<file path="src/rtl/axi_brom_rd_ctrl.sv">
// AXI4 read-only slave sequencing a single-port BRAM/ROM: one burst at a time,
// FIXED/INCR/WRAP address generation, 2-entry credit-managed read-data buffer.
module axi_brom_rd_ctrl #(
  parameter int MEM_DATA_WIDTH  = 128,
  parameter int BRAM_ADDR_WIDTH = 16,
  parameter int AXI_ADDR_WIDTH  = 32,
  parameter int AXI_ID_WIDTH    = 4
) (
  input  logic                          clka,
  input  logic                          rsta_n,
  input  logic                          s_axi_arvalid,
  output logic                          s_axi_arready,
  input  logic [AXI_ADDR_WIDTH-1:0]     s_axi_araddr,
  input  logic [AXI_ID_WIDTH-1:0]       s_axi_arid,
  input  logic [7:0]                    s_axi_arlen,
  input  logic [2:0]                    s_axi_arsize,
  input  logic [1:0]                    s_axi_arburst,
  output logic                          s_axi_rvalid,
  input  logic                          s_axi_rready,
  output logic [MEM_DATA_WIDTH-1:0]     s_axi_rdata,
  output logic [AXI_ID_WIDTH-1:0]       s_axi_rid,
  output logic [1:0]                    s_axi_rresp,
  output logic                          s_axi_rlast,
  output logic [BRAM_ADDR_WIDTH-1:0]    bram_addra,
  output logic                          bram_ena,
  output logic [MEM_DATA_WIDTH/8-1:0]   bram_wea,
  output logic [MEM_DATA_WIDTH-1:0]     bram_dina,
  input  logic [MEM_DATA_WIDTH-1:0]     bram_douta
);

  localparam int AW         = BRAM_ADDR_WIDTH;
  localparam int LINE_BYTES = MEM_DATA_WIDTH / 8;

  typedef enum logic {S_IDLE, S_BURST} state_e;
  typedef enum logic [1:0] {MODE_FIXED, MODE_INCR, MODE_WRAP} mode_e;

  state_e                      state_q, state_d;
  mode_e                       mode_q, mode_d;
  logic [AW-1:0]               addr_q, addr_d;
  logic [AW-1:0]               step_q, step_d;
  logic [AW-1:0]               wrap_mask_q, wrap_mask_d;
  logic [AXI_ID_WIDTH-1:0]     id_q, id_d;
  logic [8:0]                  issue_cnt_q, issue_cnt_d;
  logic [8:0]                  ret_cnt_q, ret_cnt_d;
  logic                        inflight_q, inflight_d;
  logic [MEM_DATA_WIDTH-1:0]   buf_q [2];
  logic [MEM_DATA_WIDTH-1:0]   buf_d [2];
  logic                        head_q, head_d;
  logic                        tail_q, tail_d;
  logic [1:0]                  count_q, count_d;

  logic          ar_hs, pop, issue;
  logic [2:0]    occ;
  logic [AW-1:0] incr_addr, next_addr;
  logic          unused_araddr;

  assign unused_araddr = ^s_axi_araddr[AXI_ADDR_WIDTH-1:AW];

  assign s_axi_arready = rsta_n && (state_q == S_IDLE);
  assign ar_hs         = s_axi_arvalid && s_axi_arready;
  assign s_axi_rvalid  = (count_q != 2'd0);
  assign pop           = s_axi_rvalid && s_axi_rready;

  // Credits: buffered beats plus the beat arriving from the BRAM, net of this cycle's pop.
  assign occ   = {1'b0, count_q} + {2'b00, inflight_q} - {2'b00, pop};
  assign issue = rsta_n && (state_q == S_BURST) && (issue_cnt_q != 9'd0) && (occ < 3'd2);

  assign incr_addr = addr_q + step_q;

  always_comb begin
    // NOTE: combinational blocks use blocking '=' and assign every output first, so no latch is inferred.
    next_addr = incr_addr;
    case (mode_q)
      MODE_FIXED: next_addr = addr_q;
      MODE_WRAP:  next_addr = (addr_q & ~wrap_mask_q) | (incr_addr & wrap_mask_q);
      default:    next_addr = incr_addr;
    endcase
  end

  always_comb begin
    state_d     = state_q;
    mode_d      = mode_q;
    addr_d      = addr_q;
    step_d      = step_q;
    wrap_mask_d = wrap_mask_q;
    id_d        = id_q;
    issue_cnt_d = issue_cnt_q;
    ret_cnt_d   = ret_cnt_q;
    inflight_d  = issue;
    buf_d       = buf_q;
    head_d      = head_q;
    tail_d      = tail_q;
    count_d     = count_q + {1'b0, inflight_q} - {1'b0, pop};

    case (state_q)
      S_IDLE: begin
        if (ar_hs) begin
          state_d     = S_BURST;
          addr_d      = s_axi_araddr[AW-1:0];
          id_d        = s_axi_arid;
          step_d      = AW'(1) << s_axi_arsize;
          wrap_mask_d = ((AW'(s_axi_arlen) + AW'(1)) << s_axi_arsize) - AW'(1);
          issue_cnt_d = {1'b0, s_axi_arlen} + 9'd1;
          ret_cnt_d   = {1'b0, s_axi_arlen} + 9'd1;
          case (s_axi_arburst)
            2'b00:   mode_d = MODE_FIXED;
            2'b10:   mode_d = (s_axi_arlen == 8'd1 || s_axi_arlen == 8'd3 ||
                               s_axi_arlen == 8'd7 || s_axi_arlen == 8'd15) ? MODE_WRAP : MODE_INCR;
            default: mode_d = MODE_INCR;
          endcase
        end
      end
      S_BURST: begin
        if (issue) begin
          addr_d      = next_addr;
          issue_cnt_d = issue_cnt_q - 9'd1;
        end
        if (pop) begin
          ret_cnt_d = ret_cnt_q - 9'd1;
          if (ret_cnt_q == 9'd1) state_d = S_IDLE;
        end
      end
      default: state_d = S_IDLE;
    endcase

    if (inflight_q) begin
      buf_d[tail_q] = bram_douta;
      tail_d        = ~tail_q;
    end
    if (pop) head_d = ~head_q;
  end

  always_ff @(posedge clka) begin
    // NOTE: sequential state uses non-blocking '<=' so every register samples pre-edge values.
    if (!rsta_n) begin
      state_q     <= S_IDLE;
      mode_q      <= MODE_FIXED;
      addr_q      <= '0;
      step_q      <= '0;
      wrap_mask_q <= '0;
      id_q        <= '0;
      issue_cnt_q <= '0;
      ret_cnt_q   <= '0;
      inflight_q  <= 1'b0;
      // NOTE: the two buffer entries are reset so RDATA reads 0 out of reset; larger memories normally would not be.
      buf_q       <= '{default: '0};
      head_q      <= 1'b0;
      tail_q      <= 1'b0;
      count_q     <= '0;
    end else begin
      state_q     <= state_d;
      mode_q      <= mode_d;
      addr_q      <= addr_d;
      step_q      <= step_d;
      wrap_mask_q <= wrap_mask_d;
      id_q        <= id_d;
      issue_cnt_q <= issue_cnt_d;
      ret_cnt_q   <= ret_cnt_d;
      inflight_q  <= inflight_d;
      buf_q       <= buf_d;
      head_q      <= head_d;
      tail_q      <= tail_d;
      count_q     <= count_d;
    end
  end

  assign s_axi_rdata = buf_q[head_q];
  assign s_axi_rid   = id_q;
  assign s_axi_rresp = 2'b00;
  assign s_axi_rlast = (ret_cnt_q == 9'd1);

  assign bram_ena   = issue;
  assign bram_addra = addr_q & ~AW'(LINE_BYTES - 1);
  assign bram_wea   = '0;
  assign bram_dina  = '0;

endmodule
</file>
<file path="config.mk">
export PLATFORM = sky130hd
export DESIGN_NAME = axi_brom_rd_ctrl
export DESIGN_NICKNAME = d
export VERILOG_FILES = /design/src/rtl/axi_brom_rd_ctrl.sv
export SDC_FILE = /design/constraint.sdc
export NUM_CORES = 1
export LEC_CHECK = 0
export CAP_MARGIN = 15
export CORE_ASPECT_RATIO = 0.6
export CORE_UTILIZATION = 25
export CTS_BUF_LIST = sky130_fd_sc_hd__clkbuf_4 sky130_fd_sc_hd__clkbuf_8
export DETAILED_ROUTE_END_ITERATION = 8
export GPL_TIMING_DRIVEN = 0
export MAX_ROUTING_LAYER = met4
export SETUP_SLACK_MARGIN = 0.2
export SLEW_MARGIN = 20
export SYNTH_ARGS = -nofsm -noshare
export SYNTH_HDL_FRONTEND = slang
export SYNTH_SLANG_ARGS = --single-unit
export TNS_END_PERCENT = 100
</file>
<file path="constraint.sdc">
create_clock -name clka -period 6.15 [get_ports clka]
set_input_delay 1.23 -clock clka [delete_from_list [all_inputs] [get_ports clka]]
set_output_delay 1.23 -clock clka [all_outputs]
set_load 0.01 [all_outputs]
</file>
==> summary.md <==
| Metric | Value |
|---|---|
| Layout area overhead | 35.57% |
| Fin worst setup slack | around 0.77 ns |
| H-tree depth | 2 |
| Fmax | 185.7 MHz |
| CTS root buffer | clkbuf_8 |
| Static leakage power | 8.594 nW |
| Hold_buf cts | 0 |
| Critical setup path kind | in2out |
| Unrepaired setup endpoints after global routing | no |
| Clock buffer count from CTS | 55 |
| Sink Count | approximately 330 |
| Worst hold path depth | 2 |
| Hold path start | buf_q[138] |
| Final RePlAce weighted congestion | 0.9516 |
| Most frequent cells in the layout | 564 x nand2_1, 326 x dfxtp_1, 309 x clkdlybuf4s50_1 |
| Final Hold Fails | 0 |
| Initial antenna violation count | 6 |
| Max_cap viols | 0 |
| Vias/cell | 4.396 |
| Post-synth cell types | 80 |
| Post-cts resize count | 0 |
| Finished Core Util | ~34% |
| Placed Area | about 22,000 um2 |
| DP HPWL | between 40,000 and 50,000 um |
| PwrDens | approximately 280 nW/um2 |
| Post-layout min period | roughly 5.4 ns |
| Reg-to-reg startpoint | count_q[1] |
| Worst Path Arrival | 4.15 ns |
| I/O Buffers | between 300 and 400 |
| Clk_lat worst skew | ~0.67 ns |
| Clk_skew | 0.02219 ns |
| Cell count after synthesis | 2,109 |
| Setup TNS | 0 ns |
| CTS tree | done |
| Core Box Area | between 60,000 and 70,000 um2 |
| Required @ worst endpoint | around 4.9 ns |
| Most common cell after layout, fill and taps aside | nand2_1 |
| Grt total ovfl | 0 |
| Final setup viols | 0 |
| CTS clk-pin slew, worst paths | roughly 0.06 ns |
| DIE AREA | 68,040 um2 |
| Ys async rst share | 0% |
| Row count | 73 |
| Reg-to-reg setup timing slack | 2.42 ns |
| Post-synthesis instance area | between 15,000 and 20,000 um2 |
| Final nets | about 2,800 |
| Final slew viol count | 0 |
| DR vias | about 16,000 |
| Starting Density | between 20 and 30% |
| 1st-pass router iterations | 6 |
| Clock Tree Buf Depth | 3 |
| Worst Tran Pin Value | 0.9513 ns |
| Final period util | ~88% |
| I/O pin count | 479 |
| Post-route design area | between 20,000 and 25,000 um2 |
| Pre-CTS setup slack | 0.7539 ns |
| Crit path largest cell delay | around 0.64 ns |
| Max VDD drop | 0.1556 mV |
| Antenna-violating nets left | 0 |
| Max transition margin | 35.91% |
| Number of flops mapped to enable cells by yosys | 0 |
| Layout cells sized above 1 | 16.19% |
| Drt wl/cell | 17.08 um |
| Yosys reg bits | 326 |
| Gr usage total | 17.85% |
| Syn_area_per_cell | between 7 and 8 um2 |
| Reg2Reg Depth | 13 |
| Die H | just over 200 um |
| Slowest-stage cell, CP | clkdlybuf4s50_1 |
| Vias in the first global route | 14,430 |
| Postcts setup bufs | 0 |
| First-pass GRT wire length | 90,130 um |
| HP Class | reg2reg |
| Fillers | roughly 7,000 |
| Crit end category | output pin |
| Pwr Total | approximately 6.3 mW |
| Predominant post-synthesis flop cell | dfxtp_1 |
| CP Max Fanout | 4 |
| Critical path startpoint category | input port |
| Synthesis Warnings | 0 |
| Width of the chip | 336.1 um |
| 1st-iter DRT viols | 1,094 |
| Critical-path cell list | clkdlybuf4s50_1 -> and2_1 -> clkbuf_1 -> ha_1 -> inv_1 -> ha_1 -> fa_1 -> nor4_1 -> clkdlybuf4s50_1 |
| DR DRC count | 0 |
| WL final | ~61,000 um |
| Status | complete, no violations |
| Pin count of the biggest net entering global routing | 16 |
| Seq/Total Area, Yosys | between 30% and 40% |
| Hold path endpoint | buf_q[138] |
-- power breakdown --
group	switching, mW	internal [mW]	total (mW)
logic	1.01	0.791	1.80
registers	0.0965	2.28	2.37
clock network	0.959	1.17	2.13
total	2.06	4.24	6.30
-- logic make-up after synthesis --
logic type | after synthesis | synth area share [%]
multiplexers | 142 | 9.491
XOR/XNOR | 25 | 1.353
AO/OA/AOI/OAI | 483 | 17.97
buffers and inverters | 345 | 11.65
AND/OR/NAND/NOR | 769 | 19.10
flip-flops | 326 | 38.98
other | 1 | 0.02240
adder cells (fa/ha/maj) | 18 | 1.435
-- Yosys cell counts, types with 3 or more instances --
library cell / count / share of area (%)
nand2_1: 564 / 13
dfxtp_1: 326 / 39
a21oi_1: 229 / 6.8
buf_4: 165 / 7.4
mux2_2: 130 / 8.7
clkbuf_1: 127 / 2.8
a21boi_0: 90 / 4.0
nor2_1: 79 / 1.8
o21ai_0: 61 / 1.8
inv_1: 31 / 0.70
nand3_1: 29 / 0.87
xnor2_1: 17 / 0.89
ha_1: 16 / 1.2
nor3_1: 16 / 0.48
nor2b_1: 13 / 0.49
a31oi_1: 11 / 0.41
buf_2: 11 / 0.33
mux2i_1: 11 / 0.66
nand2b_1: 11 / 0.41
and2_1: 10 / 0.37
o21a_1: 10 / 0.45
a211oi_1: 8 / 0.36
nor4_1: 8 / 0.30
o211ai_1: 8 / 0.36
buf_1: 7 / 0.16
nand4_1: 7 / 0.26
o221a_2: 7 / 0.47
xor2_1: 7 / 0.37
a21o_1: 6 / 0.27
and3_1: 6 / 0.22
or3_1: 6 / 0.22
o221ai_1: 5 / 0.26
o32ai_1: 5 / 0.26
or2_2: 5 / 0.19
a221oi_1: 4 / 0.21
buf_6: 3 / 0.20
o21ai_1: 3 / 0.090
o22ai_1: 3 / 0.11
o311a_1: 3 / 0.18
-- registers in the layout, summed over array words and instances, names as in the netlist, named ones only --
name         cells
inflight_q       1
tail_q           1
step_q           8
mode_q           2
head_q           1
ret_cnt_q        9
wrap_mask_q     16
count_q          2
s_axi_rid        4
state_q          1
buf_q          256
issue_cnt_q      9
-- worst max-delay path, delay by kind of cell --
kind / cells / cell delay [ns]
AND/OR/NAND/NOR: 2 / 0.61
adder cells (fa/ha/maj): 3 / 0.91
buffers and inverters: 4 / 1.40
-- metal layers --
layer  global-route usage (%)  wire [um]
met3                    4.422       4771
met1                    26.44      30560
met4                    3.979        979
met5                        -          0
met2                    23.75      24600
-- layout make-up --
type                    count  area, um2  area share [%]
diodes                      4      10.01         0.04410
plain buffers             313       1831           8.065
clock buffers              86       1059           4.663
clock inverters             9      108.9          0.4796
inverters                  32      120.1          0.5292
multi-input cells        1587       8825           38.88
flip-flops and latches    326       6526           28.75
well taps                 900       1126           4.961
repair buffers            309       3093           13.63
-- worst max-delay path by stage --
stage	from	to	slack (ns)	cells after the start
global placement	s_axi_rready	bram_ena	0.82	9
global route	s_axi_rready	bram_ena	0.62	9
detailed placement	s_axi_rready	bram_ena	0.75	9
floorplan	s_axi_rready	bram_ena	2.03	7
CTS	s_axi_rready	bram_ena	0.75	9
finish	s_axi_rready	bram_ena	0.77	9
-- per-stage QoR --
step,cells,hold slack (ns)
global placement,3467,0.4395
detailed placement,3467,0.4431
CTS,3562,0.4520
floorplan,2258,0.4329
global route,3566,0.4631
finish,3566,0.4507
Power figures use the tool's default switching activity.
